[src/rtl/alu_accum_pkg.sv]
// Shared op codes, FSM state encoding and index-width helper for the ALU/accumulator bank.
package alu_accum_pkg;

   typedef enum logic [2:0] {
      OP_CLR   = 3'b000,
      OP_HOLD  = 3'b001,
      OP_ADD   = 3'b010,
      OP_LOGIC = 3'b011,
      OP_ORRED = 3'b100,
      OP_CAT   = 3'b101,
      OP_MUL   = 3'b110,
      OP_ACCUM = 3'b111
   } op_e;

   typedef enum logic {
      ST_IDLE = 1'b0,
      ST_MUL  = 1'b1
   } state_e;

   function automatic int idx_w(input int n);
      return (n > 1) ? $clog2(n) : 1;
   endfunction

endpackage

[src/rtl/alu_accum_bank_if.sv]
// Request/response bundle between the switch/key front end, the accumulator bank and the HEX decoders.
interface alu_accum_bank_if #(
   parameter int WIDTH = 4,
   parameter int NREGS = 4
);
   import alu_accum_pkg::*;

   localparam int IW = idx_w(NREGS);

   logic                 in_valid;
   logic                 in_ready;
   op_e                  op;
   logic [WIDTH-1:0]     a;
   logic [IW-1:0]        src_sel;
   logic [IW-1:0]        dst_sel;
   logic [IW-1:0]        rd_sel;
   logic [2*WIDTH-1:0]   acc_out;
   logic                 done;
   logic                 flag_zero;
   logic                 flag_carry;

   modport master (
      output in_valid, op, a, src_sel, dst_sel, rd_sel,
      input  in_ready, acc_out, done, flag_zero, flag_carry
   );

   modport slave (
      input  in_valid, op, a, src_sel, dst_sel, rd_sel,
      output in_ready, acc_out, done, flag_zero, flag_carry
   );

endinterface

[src/rtl/shift_add_mul.sv]
// Iterative shift-add multiplier: one partial product per clock, WIDTH clocks after start.
module shift_add_mul #(
   parameter int WIDTH = 4
) (
   input  logic               CLK,
   input  logic               reset,
   input  logic               start,
   input  logic [WIDTH-1:0]   a,
   input  logic [WIDTH-1:0]   b,
   output logic               busy,
   output logic [2*WIDTH-1:0] product,
   output logic               last
);
   localparam int PW = 2 * WIDTH;
   localparam int CW = (WIDTH > 1) ? $clog2(WIDTH) : 1;
   localparam logic [CW-1:0] CNT_LAST = CW'(WIDTH - 1);

   logic [PW-1:0]    mcand;
   logic [PW-1:0]    psum;
   logic [WIDTH-1:0] mplier;
   logic [CW-1:0]    cnt;

   // product already includes this cycle's partial term, so it is final while last is high
   assign product = psum + (mplier[0] ? mcand : '0);
   assign last    = busy && (cnt == CNT_LAST);

   always_ff @(posedge CLK) begin
      if (!reset) begin
         busy <= 1'b0;
         cnt  <= '0;
      end else if (start) begin
         busy <= 1'b1;
         cnt  <= '0;
      end else if (busy) begin
         cnt <= cnt + 1'b1;
         if (last) busy <= 1'b0;
      end
   end

   always_ff @(posedge CLK) begin
      if (start) begin
         mcand  <= PW'(a);
         mplier <= b;
         psum   <= '0;
      end else if (busy) begin
         psum   <= product;
         mcand  <= mcand << 1;
         mplier <= mplier >> 1;
      end
   end

endmodule

[src/rtl/alu_accum_bank.sv]
// ALU feeding a bank of NREGS accumulators, 2*WIDTH bits each, with an iterative multiply.
// Build option: ACCUM_SATURATE_EN clamps ACCUM to all-ones on carry instead of wrapping.
module alu_accum_bank
   import alu_accum_pkg::*;
#(
   parameter int WIDTH = 4,
   parameter int NREGS = 4
) (
   input  logic            CLK,
   input  logic            reset,
   alu_accum_bank_if.slave bus
);
   localparam int IW = idx_w(NREGS);
   localparam int AW = 2 * WIDTH;

   logic [AW-1:0]    acc [NREGS];
   state_e           state, state_nx;
   logic             in_ready, accept, mul_start;
   logic             mul_busy, mul_last;
   logic [AW-1:0]    mul_prod;
   logic [IW-1:0]    mul_dst;
   logic [WIDTH-1:0] b_src;
   logic [AW-1:0]    acc_dst, res;
   logic [WIDTH:0]   add_sum;
   logic [AW:0]      accum_sum;
   logic             res_wr, res_carry;
   logic             done_q, zero_q, carry_q;

   function automatic logic in_range(input logic [IW-1:0] sel);
      return int'(sel) < NREGS;
   endfunction

   function automatic logic [AW-1:0] accum_result(input logic [AW:0] s);
`ifdef ACCUM_SATURATE_EN
      return s[AW] ? '1 : s[AW-1:0];
`else
      return s[AW-1:0];
`endif
   endfunction

   always_ff @(posedge CLK) begin
      if (!reset) state <= ST_IDLE;
      else        state <= state_nx;
   end

   always_comb begin
      state_nx  = state;
      in_ready  = 1'b0;
      mul_start = 1'b0;
      case (state)
         ST_IDLE: begin
            in_ready = 1'b1;
            if (bus.in_valid && bus.op == OP_MUL) begin
               mul_start = 1'b1;
               state_nx  = ST_MUL;
            end
         end
         ST_MUL: if (mul_last || !mul_busy) state_nx = ST_IDLE;
         default: state_nx = ST_IDLE;
      endcase
   end

   assign accept = bus.in_valid && in_ready;

   // Single-cycle result, computed from the live inputs so the write at acceptance is the snapshot
   always_comb begin
      b_src   = '0;
      acc_dst = '0;
      if (in_range(bus.src_sel)) b_src   = acc[bus.src_sel][WIDTH-1:0];
      if (in_range(bus.dst_sel)) acc_dst = acc[bus.dst_sel];
      add_sum   = {1'b0, bus.a} + {1'b0, b_src};
      accum_sum = {1'b0, acc_dst} + (AW+1)'(bus.a);
      res       = '0;
      res_wr    = 1'b1;
      res_carry = 1'b0;
      case (bus.op)
         OP_CLR:   res = '0;
         OP_HOLD:  res_wr = 1'b0;
         OP_ADD:   begin res = AW'(add_sum); res_carry = add_sum[WIDTH]; end
         OP_LOGIC: res = {~(bus.a & b_src), ~(bus.a ^ b_src)};
         OP_ORRED: res = AW'(|{bus.a, b_src});
         OP_CAT:   res = {bus.a, ~b_src};
         OP_MUL:   res_wr = 1'b0;
         OP_ACCUM: begin res = accum_result(accum_sum); res_carry = accum_sum[AW]; end
         default:  res_wr = 1'b0;
      endcase
   end

   shift_add_mul #(.WIDTH(WIDTH)) u_mul (
      .CLK     (CLK),
      .reset   (reset),
      .start   (mul_start),
      .a       (bus.a),
      .b       (b_src),
      .busy    (mul_busy),
      .product (mul_prod),
      .last    (mul_last)
   );

   // Register bank write port and flags; single-cycle and multiply writes never coincide
   always_ff @(posedge CLK) begin
      if (!reset) begin
         for (int i = 0; i < NREGS; i++) acc[i] <= '0;
         mul_dst <= '0;
         done_q  <= 1'b0;
         zero_q  <= 1'b0;
         carry_q <= 1'b0;
      end else begin
         done_q <= (accept && !mul_start) || mul_last;
         if (mul_start) mul_dst <= bus.dst_sel;
         if (accept && res_wr && in_range(bus.dst_sel)) begin
            acc[bus.dst_sel] <= res;
            zero_q           <= (res == '0);
            carry_q          <= res_carry;
         end
         if (mul_last && in_range(mul_dst)) begin
            acc[mul_dst] <= mul_prod;
            zero_q       <= (mul_prod == '0);
            carry_q      <= 1'b0;
         end
      end
   end

   assign bus.in_ready   = in_ready;
   assign bus.acc_out    = in_range(bus.rd_sel) ? acc[bus.rd_sel] : '0;
   assign bus.done       = done_q;
   assign bus.flag_zero  = zero_q;
   assign bus.flag_carry = carry_q;

endmodule

[src/flat_wrapper.sv]
// flat-port wrapper written by rule: the top's interface ports become plain ports
module alu_accum_bank_flat import alu_accum_pkg::*;
#(
   parameter int WIDTH = 4,
   parameter int NREGS = 4
)
  (CLK, reset, bus_in_valid, bus_op, bus_a, bus_src_sel, bus_dst_sel, bus_rd_sel, bus_in_ready, bus_acc_out, bus_done, bus_flag_zero, bus_flag_carry);
  alu_accum_bank_if #(.WIDTH(WIDTH), .NREGS(NREGS)) bus_i ();
  input  logic CLK;
  input  logic reset;
  input wire logic [$bits(bus_i.in_valid)-1:0] bus_in_valid;
  input wire logic [$bits(bus_i.op)-1:0] bus_op;
  input wire logic [$bits(bus_i.a)-1:0] bus_a;
  input wire logic [$bits(bus_i.src_sel)-1:0] bus_src_sel;
  input wire logic [$bits(bus_i.dst_sel)-1:0] bus_dst_sel;
  input wire logic [$bits(bus_i.rd_sel)-1:0] bus_rd_sel;
  output wire logic [$bits(bus_i.in_ready)-1:0] bus_in_ready;
  output wire logic [$bits(bus_i.acc_out)-1:0] bus_acc_out;
  output wire logic [$bits(bus_i.done)-1:0] bus_done;
  output wire logic [$bits(bus_i.flag_zero)-1:0] bus_flag_zero;
  output wire logic [$bits(bus_i.flag_carry)-1:0] bus_flag_carry;
  assign bus_i.in_valid = bus_in_valid;
  assign bus_i.op = bus_op;
  assign bus_i.a = bus_a;
  assign bus_i.src_sel = bus_src_sel;
  assign bus_i.dst_sel = bus_dst_sel;
  assign bus_i.rd_sel = bus_rd_sel;
  assign bus_in_ready = bus_i.in_ready;
  assign bus_acc_out = bus_i.acc_out;
  assign bus_done = bus_i.done;
  assign bus_flag_zero = bus_i.flag_zero;
  assign bus_flag_carry = bus_i.flag_carry;
  alu_accum_bank #(.WIDTH(WIDTH), .NREGS(NREGS)) u_core (.CLK(CLK), .reset(reset), .bus(bus_i));
endmodule
[config.mk]
export PLATFORM = sky130hd
export DESIGN_NAME = alu_accum_bank_flat
export DESIGN_NICKNAME = d
export VERILOG_FILES = /design/src/rtl/alu_accum_pkg.sv /design/src/rtl/alu_accum_bank_if.sv /design/src/rtl/shift_add_mul.sv /design/src/rtl/alu_accum_bank.sv /design/src/flat_wrapper.sv
export SDC_FILE = /design/constraint.sdc
export NUM_CORES = 1
export LEC_CHECK = 0
export ABC_AREA = 1
export CORE_MARGIN = 2
export CORE_UTILIZATION = 50
export DETAILED_ROUTE_END_ITERATION = 10
export GPL_TIMING_DRIVEN = 0
export PLACE_DENSITY = 0.77
export SLEW_MARGIN = 20
export SYNTH_ARGS = -nofsm -noshare
export SYNTH_HDL_FRONTEND = slang
export SYNTH_SLANG_ARGS = --single-unit
[constraint.sdc]
create_clock -name CLK -period 3.9 [get_ports CLK]
set_clock_uncertainty 0.15 [all_clocks]
set_input_delay 0.39 -clock CLK [delete_from_list [all_inputs] [get_ports CLK]]
set_output_delay 0.39 -clock CLK [all_outputs]
set_load 0.02 [all_outputs]
==> metrics.txt <==
Port Buffers=26; worst-margin pin slew=784 ps; reg2reg end=u_core.bus.flag_zero; fin nets=616; critical path arrival=3510 ps; P_int=1.10 mW; Setup WS pre-CTS=26.9 ps; Fin. Hold Viols=0; post-CTS setup buffer count=0; count of final setup violators=0; hold endpoint=u_core.u_mul.mcand[6]; vias in the first global route=3744; Combinational Power Share=23.9%; Iter 0 DRT Violations=522; drt total wl=11600 um; most frequent cells in the layout=114 x nand2_1, 60 x inv_1, 59 x nor2_1, 57 x o21ai_0, 51 x nand3_1; Total GRT Usage=27.2%; initial core utilization=51.1%; CTS tree=yes; Crit Path Class=primary input to flop; worst vdd ir=0.000228 V; Netlist cell types=39; GPL Wtd Cong=0.947; first-pass iteration count of the detailed router=5; largest family of logic cells by synthesized area=simple AND/OR/NAND/NOR gates; Post-Synth Simple-Gate Area=28.2%; Fillers=755; part of the power in registers=46.4%; critical path startpoint category=primary input; die area=9010 um^2; Vias per Instance=5.85; clock group share of total power=29.6%; final worst slack=301 ps; CP required=3820 ps; async set-reset flop share out of synthesis=0%; reg-to-reg slack, setup=940 ps; CTS Buffer Depth=2; Setup TNS=0 ps; post-route ant nets=0; core area=8090 um^2; Compound-Gate Fraction of Synth Area=16.8%; width of the die=94.9 um; post-synthesis xor/xnor area fraction=1.48%; clk sink count=61; H-tree depth=3; Synth Area in Adders=6.30%; sw power=0.540 mW; Seq cells post-synth=61; power per cell area=348 nW/um^2; hold crit path type=flop to flop; R2R Path Start=u_core.acc[1][0]; WHS Path Cells=2; vias=4044; R2R depth=16; Worst setup EP type=flop; initial antenna violation count=0; layout cell share with drive strength beyond 1=8.02%; Skew-Pair Late Insertion Delay=350 ps; DP HPWL=8850 um; Main synth FF type=edfxtp_1; IO Pins=28; outcome=completed; hold slack=342 ps; drc violations=0; number of synthesized flops with an enable pin=40; sw frac=33.0%; Slew HR=47.6%; largest net degree at the start of global routing=13; most common cell after layout, fill and taps aside=nand2_1; CTS resizes=0; Reg clk slew, reported paths=70 ps; Num CTS Buffers=9; Root Buffer=clkbuf_8; unrepaired setup endpoints after global routing=no; Post-CTS Hold Fix Bufs=0; Seq/Total Area, Yosys=39.2%; Mean Syn Cell Area=7.60 um^2; Tcrit/Tclk final=92.3%; Static Leakage=1.95 nW; yosys warns=0; total grt overflow=0; Max Clock Freq=278 MHz; Gate Count Post-Synth=544; mux contribution to synthesized area=0.484%; Area Overhead vs Synth=13.7%; maxcap violations=0; syn nets=579; synthesized cell area=4130 um^2; # rows=33; crit path max fanout=10; Worst Hold Launch=u_core.u_mul.mcand[6]; antenna cell count=0; WL/cell=16.8 um; die outline height=94.9 um; first-pass GRT wire length=18500 um; Period minus WS final=3600 ps; Slew Limit Fails=0
[layer usage]
| metal | global-route usage (%) | vias to the layer above | share of wire (%) |
|---|---|---|---|
| li1 | - | 1954 | - |
| met1 | 36.8 | 1884 | 43 |
| met2 | 44.8 | 179 | 47 |
| met3 | 2.87 | 27 | 7.0 |
| met4 | 10.7 | 0 | 2.8 |
| met5 | 0 | - | 0 |
[cells in the mapped netlist (3+ instances only)]
master | number | share of area (%)
nand2_1 | 114 | 10
inv_1 | 60 | 5.4
nor2_1 | 59 | 5.4
o21ai_0 | 57 | 6.9
nand3_1 | 51 | 6.2
o22ai_1 | 41 | 6.2
edfxtp_1 | 40 | 29
dfxtp_1 | 21 | 10
a21oi_1 | 16 | 1.9
ha_1 | 16 | 4.8
clkbuf_1 | 6 | 0.54
buf_2 | 5 | 0.61
inv_2 | 4 | 0.36
nor2_4 | 4 | 1.1
xnor2_1 | 4 | 0.85
fa_1 | 3 | 1.5
nand3b_1 | 3 | 0.54
nand4_1 | 3 | 0.45
nor2_2 | 3 | 0.45
nor3_1 | 3 | 0.36
o211ai_1 | 3 | 0.54
or2_2 | 3 | 0.45
xor2_1 | 3 | 0.64
[worst max path at each step]
| stage | from | cells after the start | slack [ps] | to |
|---|---|---|---|---|
| after floorplan | bus_dst_sel[0] | 17 | 1220 | u_core.bus.flag_zero |
| after global placement | bus_dst_sel[0] | 14 | 120 | u_core.acc[1][5] |
| after detailed placement | bus_dst_sel[0] | 14 | 30 | u_core.acc[2][5] |
| after CTS | bus_dst_sel[0] | 14 | 370 | u_core.acc[2][5] |
| after global routing | bus_dst_sel[0] | 14 | 120 | u_core.acc[2][5] |
| final | bus_dst_sel[0] | 14 | 300 | u_core.acc[2][5] |
[power by group through the flow]
stage	logic, mW	clock network, mW	registers, mW
CTS	0.385	0.488	0.758
finish	0.391	0.485	0.760
detailed placement	0.382	0	0.772
floorplan	0.261	0	0.763
global placement	0.369	0	0.771
global route	0.433	0.519	0.762
[state kept, by name, summed over array words and instances, names as in the netlist]
signal                 count
u_core.u_mul.psum          8
u_core.u_mul.cnt           2
u_core.mul_dst             2
u_core.bus.flag_zero       1
u_core.u_mul.mcand         8
u_core.bus.done            1
u_core.u_mul.mplier        4
u_core.u_mul.busy          1
u_core.acc                32
u_core.bus.flag_carry      1
u_core.state               1
[kinds of logic after synthesis]
| group | count (synthesis) |
|---|---|
| AOI/OAI and AO/OA | 123 |
| xor gates and xnor gates | 7 |
| adders and majority gates | 19 |
| buffers and inverters | 79 |
| DFF | 61 |
| muxes | 2 |
| and+or+nand+nor | 253 |
[per-stage QoR]
step	instances	area [um^2]	util, %	power, mW
after floorplan	544	4130	-	1.02
after global placement	675	4520	55.9	1.14
after detailed placement	675	4530	56.0	1.15
after CTS	691	4700	58.1	1.63
after global routing	691	4700	58.1	1.71
final	691	4700	58.1	1.64
[critical path, stage by stage]
cell	delay, ps
clkdlybuf4s50_1	570
buf_4	200
clkbuf_1	450
o21ai_0	180
o22ai_1	280
ha_1	340
a21oi_1	190
nand2_1	80
nand2_1	80
nand2_1	90
a21oi_1	130
nor2_1	80
o21ai_1	330
o22ai_1	140
[final cells by class]
cell class	instances	area [um^2]	area share, %
multi-input cells	404	2210	46.9
clock buffers	10	128	2.72
repair buffers	26	260	5.54
inverters	66	250	5.32
well taps	105	131	2.80
flip-flops and latches	61	1620	34.5
plain buffers	13	62.6	1.33
clock inverters	6	40.0	0.852
No activity file was read; power rests on OpenSTA's default activity.
